$ cat src/rtl/multi_tone_generator_if.sv
// -----------------------------------------------------------------------------
// multi_tone_generator_if
// Channel-load write bus for multi_tone_generator.
//   wr_en     : one-cycle channel-load strobe
//   wr_ch     : target channel (values >= NUM_CH are ignored by the generator)
//   wr_period : half-period in clk cycles, 0 stops the channel
//   wr_dur    : duration in ticks, 0 means continuous
//   wr_fuzz   : jitter mask (only used when TONE_FUZZ_EN is defined)
// Modports: master drives the bus, slave (the generator) receives it.
// -----------------------------------------------------------------------------
interface multi_tone_generator_if #(
    parameter int NUM_CH = 4,
    parameter int PER_W  = 20,
    parameter int DUR_W  = 16
);
    localparam int CH_W = (NUM_CH > 1) ? $clog2(NUM_CH) : 1;

    logic             wr_en;
    logic [CH_W-1:0]  wr_ch;
    logic [PER_W-1:0] wr_period;
    logic [DUR_W-1:0] wr_dur;
    logic [7:0]       wr_fuzz;

    modport master (
        output wr_en, wr_ch, wr_period, wr_dur, wr_fuzz
    );

    modport slave (
        input  wr_en, wr_ch, wr_period, wr_dur, wr_fuzz
    );
endinterface

$ cat src/rtl/multi_tone_generator.sv
// -----------------------------------------------------------------------------
// multi_tone_generator
// NUM_CH independent square-wave tone channels with optional duration and
// jitter, mixed into a 1-bit first-order sigma-delta audio stream.
//
// Ports:
//   clk       : system clock, all logic on rising edge
//   resetn    : asynchronous active-low reset
//   wr        : channel-load bus (multi_tone_generator_if.slave)
//   active    : per-channel sounding flags
//   tone      : per-channel square waves
//   done      : per-channel one-cycle duration-expiry pulses
//   audio_out : mixed 1-bit audio
//
// Optional feature macro: TONE_FUZZ_EN
//   defined   -> 8-bit LFSR (x^8+x^6+x^5+x^4+1) jitters each half-period by
//                lfsr & fuzz mask
//   undefined -> no LFSR, half-periods are exact, wr_fuzz is ignored
// -----------------------------------------------------------------------------
module multi_tone_generator #(
    parameter int CLK_HZ  = 27000000,
    parameter int NUM_CH  = 4,
    parameter int PER_W   = 20,
    parameter int DUR_W   = 16,
    parameter int TICK_HZ = 1000
) (
    input  logic                    clk,
    input  logic                    resetn,
    multi_tone_generator_if.slave   wr,
    output logic [NUM_CH-1:0]       active,
    output logic [NUM_CH-1:0]       tone,
    output logic [NUM_CH-1:0]       done,
    output logic                    audio_out
);

    localparam int CH_W     = (NUM_CH > 1) ? $clog2(NUM_CH) : 1;
    localparam int CNT_W    = PER_W + 1;
    localparam int TICK_DIV = (CLK_HZ / TICK_HZ > 0) ? (CLK_HZ / TICK_HZ) : 1;
    localparam int TICK_W   = (TICK_DIV > 1) ? $clog2(TICK_DIV) : 1;
    localparam int SUM_W    = $clog2(2 * NUM_CH) + 1;

    // ------------------------------------------------------------------
    // State
    // ------------------------------------------------------------------
    logic [TICK_W-1:0] tick_cnt_q, tick_cnt_d;
    logic              tick;

    logic [NUM_CH-1:0] active_q, active_d;
    logic [NUM_CH-1:0] tone_q,   tone_d;
    logic [NUM_CH-1:0] done_q,   done_d;
    logic [PER_W-1:0]  period_q [NUM_CH];
    logic [PER_W-1:0]  period_d [NUM_CH];
    logic [CNT_W-1:0]  count_q  [NUM_CH];
    logic [CNT_W-1:0]  count_d  [NUM_CH];
    logic [DUR_W-1:0]  rem_q    [NUM_CH];
    logic [DUR_W-1:0]  rem_d    [NUM_CH];

    logic [CH_W-1:0]   acc_q, acc_d;
    logic              audio_q, audio_d;
    logic [SUM_W-1:0]  ones;
    logic [SUM_W-1:0]  sum;

    logic [CNT_W-1:0]  lim;
    logic [7:0]        fz;

`ifdef TONE_FUZZ_EN
    logic [7:0]        lfsr_q, lfsr_d;
    logic [7:0]        fuzz_q     [NUM_CH];
    logic [7:0]        fuzz_d     [NUM_CH];
    logic [7:0]        fuzz_cur_q [NUM_CH];
    logic [7:0]        fuzz_cur_d [NUM_CH];
`endif

    // ------------------------------------------------------------------
    // Duration tick
    // ------------------------------------------------------------------
    assign tick = (tick_cnt_q == TICK_W'(TICK_DIV - 1));

    always_comb begin
        tick_cnt_d = tick ? '0 : tick_cnt_q + TICK_W'(1);
    end

`ifdef TONE_FUZZ_EN
    always_comb begin
        lfsr_d = {lfsr_q[6:0], lfsr_q[7] ^ lfsr_q[5] ^ lfsr_q[4] ^ lfsr_q[3]};
    end
`endif

    // ------------------------------------------------------------------
    // Channels
    // ------------------------------------------------------------------
    always_comb begin
        active_d = active_q;
        tone_d   = tone_q;
        done_d   = '0;
        lim      = '0;
        fz       = '0;
        for (int unsigned i = 0; i < NUM_CH; i++) begin
            period_d[i] = period_q[i];
            count_d[i]  = count_q[i];
            rem_d[i]    = rem_q[i];
`ifdef TONE_FUZZ_EN
            fuzz_d[i]     = fuzz_q[i];
            fuzz_cur_d[i] = fuzz_cur_q[i];
            fz            = fuzz_cur_q[i];
`else
            fz            = '0;
`endif
            if (active_q[i]) begin
                // One bit wider than the period so period + fuzz cannot wrap.
                lim = CNT_W'(period_q[i]) + CNT_W'(fz) - CNT_W'(1);
                if (count_q[i] == lim) begin
                    count_d[i] = '0;
                    tone_d[i]  = ~tone_q[i];
`ifdef TONE_FUZZ_EN
                    fuzz_cur_d[i] = lfsr_q & fuzz_q[i];
`endif
                end else begin
                    count_d[i] = count_q[i] + CNT_W'(1);
                end
                // A non-zero remaining count on an active channel means timed.
                if (tick && (rem_q[i] != '0)) begin
                    rem_d[i] = rem_q[i] - DUR_W'(1);
                    if (rem_q[i] == DUR_W'(1)) begin
                        active_d[i] = 1'b0;
                        tone_d[i]   = 1'b0;
                        count_d[i]  = '0;
                        done_d[i]   = 1'b1;
                    end
                end
            end

            // Writes take priority over a same-cycle expiry, suppressing done.
            if (wr.wr_en && (wr.wr_ch == CH_W'(i))) begin
                done_d[i]  = 1'b0;
                count_d[i] = '0;
                tone_d[i]  = 1'b0;
                if (wr.wr_period != '0) begin
                    active_d[i] = 1'b1;
                    period_d[i] = wr.wr_period;
                    rem_d[i]    = wr.wr_dur;
`ifdef TONE_FUZZ_EN
                    fuzz_d[i]     = wr.wr_fuzz;
                    fuzz_cur_d[i] = lfsr_q & wr.wr_fuzz;
`endif
                end else begin
                    active_d[i] = 1'b0;
                    rem_d[i]    = '0;
                end
            end
        end
    end

    // ------------------------------------------------------------------
    // Mixer: first-order sigma-delta over the count of high tones
    // ------------------------------------------------------------------
    always_comb begin
        ones = '0;
        for (int unsigned i = 0; i < NUM_CH; i++) begin
            ones = ones + SUM_W'(tone_q[i]);
        end
        sum = SUM_W'(acc_q) + ones;
        if (sum >= SUM_W'(NUM_CH)) begin
            acc_d   = CH_W'(sum - SUM_W'(NUM_CH));
            audio_d = 1'b1;
        end else begin
            acc_d   = CH_W'(sum);
            audio_d = 1'b0;
        end
    end

    // ------------------------------------------------------------------
    // Registers
    // ------------------------------------------------------------------
    always_ff @(posedge clk or negedge resetn) begin
        if (!resetn) begin
            tick_cnt_q <= '0;
            active_q   <= '0;
            tone_q     <= '0;
            done_q     <= '0;
            acc_q      <= '0;
            audio_q    <= 1'b0;
            for (int unsigned i = 0; i < NUM_CH; i++) begin
                period_q[i] <= '0;
                count_q[i]  <= '0;
                rem_q[i]    <= '0;
            end
        end else begin
            tick_cnt_q <= tick_cnt_d;
            active_q   <= active_d;
            tone_q     <= tone_d;
            done_q     <= done_d;
            acc_q      <= acc_d;
            audio_q    <= audio_d;
            for (int unsigned i = 0; i < NUM_CH; i++) begin
                period_q[i] <= period_d[i];
                count_q[i]  <= count_d[i];
                rem_q[i]    <= rem_d[i];
            end
        end
    end

`ifdef TONE_FUZZ_EN
    always_ff @(posedge clk or negedge resetn) begin
        if (!resetn) begin
            lfsr_q <= 8'hA5;
            for (int unsigned i = 0; i < NUM_CH; i++) begin
                fuzz_q[i]     <= '0;
                fuzz_cur_q[i] <= '0;
            end
        end else begin
            lfsr_q <= lfsr_d;
            for (int unsigned i = 0; i < NUM_CH; i++) begin
                fuzz_q[i]     <= fuzz_d[i];
                fuzz_cur_q[i] <= fuzz_cur_d[i];
            end
        end
    end
`endif

    assign active    = active_q;
    assign tone      = tone_q;
    assign done      = done_q;
    assign audio_out = audio_q;

endmodule

$ cat src/flat_wrapper.sv
// flat-port wrapper written by rule: the top's interface ports become plain ports
module multi_tone_generator_flat 
#(
    parameter int CLK_HZ  = 27000000,
    parameter int NUM_CH  = 4,
    parameter int PER_W   = 20,
    parameter int DUR_W   = 16,
    parameter int TICK_HZ = 1000
)
  (clk, resetn, active, tone, done, audio_out, wr_wr_en, wr_wr_ch, wr_wr_period, wr_wr_dur, wr_wr_fuzz);
  multi_tone_generator_if #(.NUM_CH(NUM_CH), .PER_W(PER_W), .DUR_W(DUR_W)) wr_i ();
  input  logic clk;
  input  logic resetn;
  output logic [NUM_CH-1:0] active;
  output logic [NUM_CH-1:0] tone;
  output logic [NUM_CH-1:0] done;
  output logic audio_out;
  input wire logic [$bits(wr_i.wr_en)-1:0] wr_wr_en;
  input wire logic [$bits(wr_i.wr_ch)-1:0] wr_wr_ch;
  input wire logic [$bits(wr_i.wr_period)-1:0] wr_wr_period;
  input wire logic [$bits(wr_i.wr_dur)-1:0] wr_wr_dur;
  input wire logic [$bits(wr_i.wr_fuzz)-1:0] wr_wr_fuzz;
  assign wr_i.wr_en = wr_wr_en;
  assign wr_i.wr_ch = wr_wr_ch;
  assign wr_i.wr_period = wr_wr_period;
  assign wr_i.wr_dur = wr_wr_dur;
  assign wr_i.wr_fuzz = wr_wr_fuzz;
  multi_tone_generator #(.CLK_HZ(CLK_HZ), .NUM_CH(NUM_CH), .PER_W(PER_W), .DUR_W(DUR_W), .TICK_HZ(TICK_HZ)) u_core (.clk(clk), .resetn(resetn), .wr(wr_i), .active(active), .tone(tone), .done(done), .audio_out(audio_out));
endmodule
$ cat config.mk
export PLATFORM = sky130hd
export DESIGN_NAME = multi_tone_generator_flat
export DESIGN_NICKNAME = d
export VERILOG_FILES = /design/src/rtl/multi_tone_generator_if.sv /design/src/rtl/multi_tone_generator.sv /design/src/flat_wrapper.sv
export SDC_FILE = /design/constraint.sdc
export NUM_CORES = 1
export LEC_CHECK = 0
export BUFFER_PORTS_ARGS = -buffer_cell sky130_fd_sc_hd__clkbuf_2
export CORE_ASPECT_RATIO = 0.9
export CORE_MARGIN = 1
export CORE_UTILIZATION = 40
export DETAILED_ROUTE_END_ITERATION = 8
export GPL_TIMING_DRIVEN = 1
export PLACE_DENSITY_LB_ADDON = 0.15
export REMOVE_ABC_BUFFERS = 1
export SYNTH_ARGS = -nofsm -noshare
export SYNTH_HDL_FRONTEND = slang
export SYNTH_SLANG_ARGS = --single-unit
$ cat constraint.sdc
create_clock -name clk -period 4.6 [get_ports clk]
set_clock_uncertainty 0.1 [all_clocks]
set_input_delay 0.23 -clock clk [delete_from_list [all_inputs] [get_ports clk]]
set_output_delay 0.23 -clock clk [all_outputs]
set_load 0.05 [all_outputs]
# Word-level counts from Yosys, hierarchy flattened
# Index checks and enable logic that the tools add are counted.
# word_totals
reg_bits	258
in_bits	49
output_inout_bits	13
# op_classes
n_bitwise	4
add_sub_neg	18
eq_ne	12
magnitude_cmp	1
mux	89
n_reduce_logical	30
# ops
operator	count
two-way mux 21 bit	20
two-way mux 16 bit	13
adder 21 x 1 -> 21 bit, second input constant	4
equality test 21 bit	4
subtractor 20 x 1 -> 21 bit, second input constant	4
equality test 16 x 1 -> 1 bit, second input constant	4
nonzero test 16 bit	4
subtractor 16 x 1 -> 16 bit, second input constant	4
two-way mux 1 bit	54
nonzero test 20 bit	1
AND reduction 2 bit	8
nonzero test 2 bit	8
adder 15 x 1 -> 15 bit, second input constant	1
equality test 15 bit, second input constant	1
two-way mux 15 bit	1
adder 4 x 1 -> 4 bit	2
logical AND 1 bit	8
adder 2 x 4 -> 4 bit	1
equality test 2 bit, second input constant	2
>= comparator 4 x 3 -> 1 bit, second input constant	1
NOT 1 bit	4
adder 1 x 1 -> 2 bit	1
equality test 2 x 1 -> 1 bit, second input constant	1
zero test 2 bit	1
other kinds (2)	2

# Depth between registers and ports, before layout
# depth
depth_word	7
ltp_mapped	12
mapped_depth_nobuf	10

# Worst setup path after synthesis
# Ideal clock, no wire load.
# synth_timing
path_kind	flip-flop to flip-flop
startpoint	reg u_core.period_q[25] (netlist bit)
endpoint	reg u_core.count_q[25] (netlist bit)
slack_ps	1368
t_arrival_ps	3003
t_required_ps	4372
n_path_buf	3
synth_period_minus_slack_ps	3232
setup_time_ps	128
stages_incl_launch_ff	12
path_cell_list	dfrtp_1 > clkbuf_2 > nor4_1 > nand2_1 > or3_1 > xnor2_1 > or4_1 > or4_1 > buf_2 > buf_6 > a31oi_1 > o22ai_1
# synth_via
elab_chain_len	7
# synth_lines
element	line_no	source
start: declaration	multi_tone_generator.sv:51	logic [PER_W-1:0] period_q [NUM_CH];
start signal: indexed assignment	multi_tone_generator.sv:196	period_q[i] <= period_d[i];
subtractor 20 x 1 -> 21 bit (*)	multi_tone_generator.sv:111	lim = CNT_W'(period_q[i]) + CNT_W'(fz) - CNT_W'(1);
equality test 21 bit (*)	multi_tone_generator.sv:112	if (count_q[i] == lim) begin
two-way mux 21 bit (*)	multi_tone_generator.sv:112	
two-way mux 21 bit	multi_tone_generator.sv:124	if (rem_q[i] == DUR_W'(1)) begin
two-way mux 21 bit (*)	multi_tone_generator.sv:122	if (tick && (rem_q[i] != '0)) begin
two-way mux 21 bit (*)	multi_tone_generator.sv:109	if (active_q[i]) begin
two-way mux 21 bit (*)	multi_tone_generator.sv:134	if (wr.wr_en && (wr.wr_ch == CH_W'(i))) begin
end signal: indexed assignment	multi_tone_generator.sv:197	count_q[i] <= count_d[i];
end: declaration	multi_tone_generator.sv:53	logic [CNT_W-1:0] count_q [NUM_CH];
# Every way passes the cells marked *; elsewhere a longest branch is shown, timed or not. The select of a mux whose other input is x is not followed.
# A chain may end at the register's enable or synchronous reset.

# Final worst setup path
# layout_timing
startpoint	reg u_core.period_q[20] (netlist bit)
endpoint	reg u_core.count_q[25] (netlist bit)
# The elaborated chain is that of the path after synthesis.

==> impl_metrics.yaml <==
status:
  status: "finished clean"
critical_path:
  cp_slowest_cell: "or4_1"
  crit_chain: "nor4_1 -> nand2_1 -> or3_1 -> xnor2_1 -> or4_1 -> or4_1 -> nand2_4 -> o22ai_1"
  cp.arrival_ns: 4.26
  critical_path.top_delay_family: "simple AND/OR/NAND/NOR gates"
  start_kind: "flip-flop"
  rrSetupSlack_ns: 0.68
  crit_path_frequent_cell: "or4_1"
  cp-end-kind: "flip-flop"
  crit_type: "flip-flop to flip-flop"
  cp_max_fo: 23
  worstPathRequired_ns: 4.94
  worst-path-buf-inv: 0
  reg2reg_from: "u_core.period_q[20]$_DFFE_PN0P_"
  cpPeakStageDelay_ns: 0.90
  startpoint: "u_core.period_q[20]$_DFFE_PN0P_"
hold_path:
  hold_class: "primary input to flip-flop"
  holdCritStartpoint: "wr_wr_period[0]"
synthesis:
  yosysUniqueCellTypes: 84
  ys_async_sr_fraction: 1.00
  synthFlopType: "dfrtp_1"
  synth_edf_count: 0
  yosysSeqAreaShare: 0.406
  ys_warn_count: 0
  netlist_area_um2: 15900
  syn-instance-count: 1828
  synth.avg_cell_area_um2: 8.70
  yosys_register_bits: 258
flow_run:
  maxCapViolations: 0
placed_design:
  dpl-instance-area_um2: 16600
  dp_slack_ns: 0.683
  hpwlAfterDp_mm: 29.6
  dp_cells: 2330
  port_buffers: 53
  place.gp.congestion: 0.827
floorplanning:
  initial_core_util: 0.410
  core_area_um2: 38800
  num_rows: 68
  io_pins: 62
  die_area_um2: 40600
  die_h_um: 191
  die_w_um: 212
timing:
  hold_viol: 0
  rsz0062_at_grt: "no"
  clock.fmax_ghz: 0.255
  whs_ns: 0.0134
  setup_slack_ns: 0.678
  fin_crit_sh: 0.853
  timing.setup.tns_ns: 0
  timing.slew.headroom: 0.251
  worst-slew-pin-transition_ns: 1.12
  finalSetupViolCount: 0
  fin_crit_ns: 3.92
  timing.final.max_slew_violations: 0
clock_tree:
  clock_path_buffers: 3
  cts_buffers: 30
  cts_resized: 0
  htreeDepth: 1
  clkSinkCount: 258
  clk_latency_ns: 0.57
  clk_pin_slew_ns: 0.06
  cts_tree: "done"
  cts_root_buffer: "clkbuf_16"
routing:
  vias: 13600
  wl_per_cell_um: 17.8
  drtIter0Drc: 1298
  dr.pass1.iters: 7
  drc: 0
  final_antenna_net_count: 0
  routed_via_density: 5.62
  totalWireLength_mm: 42.9
grt:
  track_usage: 0.214
  grt_pass1_wl_mm: 69.3
  antenna_found_initial: 1
  grt.busiest_layer: "met2"
  grt_max_degree: 105
  grt_pass1_vias: 12900
  grt_use_met3: 0.0276
  use_met2: 0.341
  grt-ovfl-total: 0
  met1_usage: 0.310
final_layout:
  utilization: 0.462
  final_area_um2: 17900
  layout.nets: 1936
  antenna_cells: 0
  layout_common_cells: "nand2_1 (286), dfrtp_1 (258), nand3_1 (109)"
  final_layout_size_suffix_gt1_frac: 0.107
  layout_commonest_cell: "nand2_1"
  area_delta_synth_final_pct: 12.6
  finalNonFillerCells: 2412
pwr:
  total_power_mw: 7.04
  max-vdd-ir-drop_mv: 0.324
  p_per_area_nw_per_um2: 393
  p_leak_nw: 7.14
area by class of cell:
cell class	count	area, um2
timing repair buffer	101	716
clock inverter	18	206
inverter	71	267
clock buffer	37	828
fill	3823	20900
tap	525	657
sequential	258	6460
multi-input combinational	1402	8780
cell usage after synthesis, drive strengths merged, types with 10 or more instances:
master	n	area [um2]
nand2	287	1080
dfrtp	258	6460
nand3	109	546
xnor2	104	911
nor2	101	379
o21ai	95	475
clkbuf	78	294
inv	71	267
nor3	68	362
xor2	61	534
nand4	47	300
a31oi	42	263
mux2	41	462
nor4	37	268
a21oi	30	150
o22ai	29	181
or3	27	169
and3	26	163
nor2b	25	156
o211ai	23	173
ha	21	263
buf	19	126
o311ai	18	158
and2	17	106
mux2i	17	170
nand2b	16	100
or2	12	75.1
nand3b	11	82.6
or4	11	82.6
and4	10	87.6
nor3b	10	75.1
nor4b	10	115
timing repair:
| action | in CTS | in global routing |
|---|---|---|
| hold endpoints to repair | 198 | 0 |
| setup buffers | 0 | 0 |
| hold buffers | 27 | 0 |
report_power, final:
| group | internal (mW) | switching, mW |
|---|---|---|
| combinational | 0.660 | 0.859 |
| clock | 1.50 | 1.01 |
| sequential | 2.57 | 0.442 |
| total | 4.72 | 2.31 |
state kept, by name, indices dropped and copies added, names as in the netlist:
signal / cells
u_core.count_q: 84
u_core.period_q: 80
u_core.rem_q: 64
u_core.tick_cnt_q: 15
u_core.active: 4
u_core.done: 4
u_core.tone: 4
u_core.acc_q: 2
u_core.audio_out: 1
cell families after synthesis:
family	count (synthesis)	synth area share
AND/OR/NAND/NOR	849	0.275
AO/OA/AOI/OAI	306	0.125
flip-flops	258	0.406
buffers and inverters	168	0.0432
XOR/XNOR	165	0.0909
multiplexers	58	0.0397
adder cells (fa/ha/maj)	24	0.0197
path summary, 6_finish.rpt:
check	end	depth (start not counted)
worst max register to register	u_core.count_q[25]$_DFFE_PN0P_	8
min in group asynchronous	u_core.rem_q[10]$_DFFE_PN0P_	2
worst max-delay path	u_core.count_q[25]$_DFFE_PN0P_	8
worst min-delay path	u_core.period_q[0]$_DFFE_PN0P_	3
worst min register to register	u_core.tick_cnt_q[0]$_DFF_PN0_	1
max in group asynchronous	u_core.rem_q[33]$_DFFE_PN0P_	3
tightest hold or removal path: cells and delay by family:
family	cells	cell delay, ns
AO/OA/AOI/OAI	1	0.07
buffers and inverters	1	0.22
AND/OR/NAND/NOR	1	0.10
routing by layer:
metal  up-vias  wire length (um)
met5         -                 0
met4         0               857
met3        49              1860
met2       264             19000
met1      6620             21200
li1       6624                 -
(Power assumes the default switching activity.)
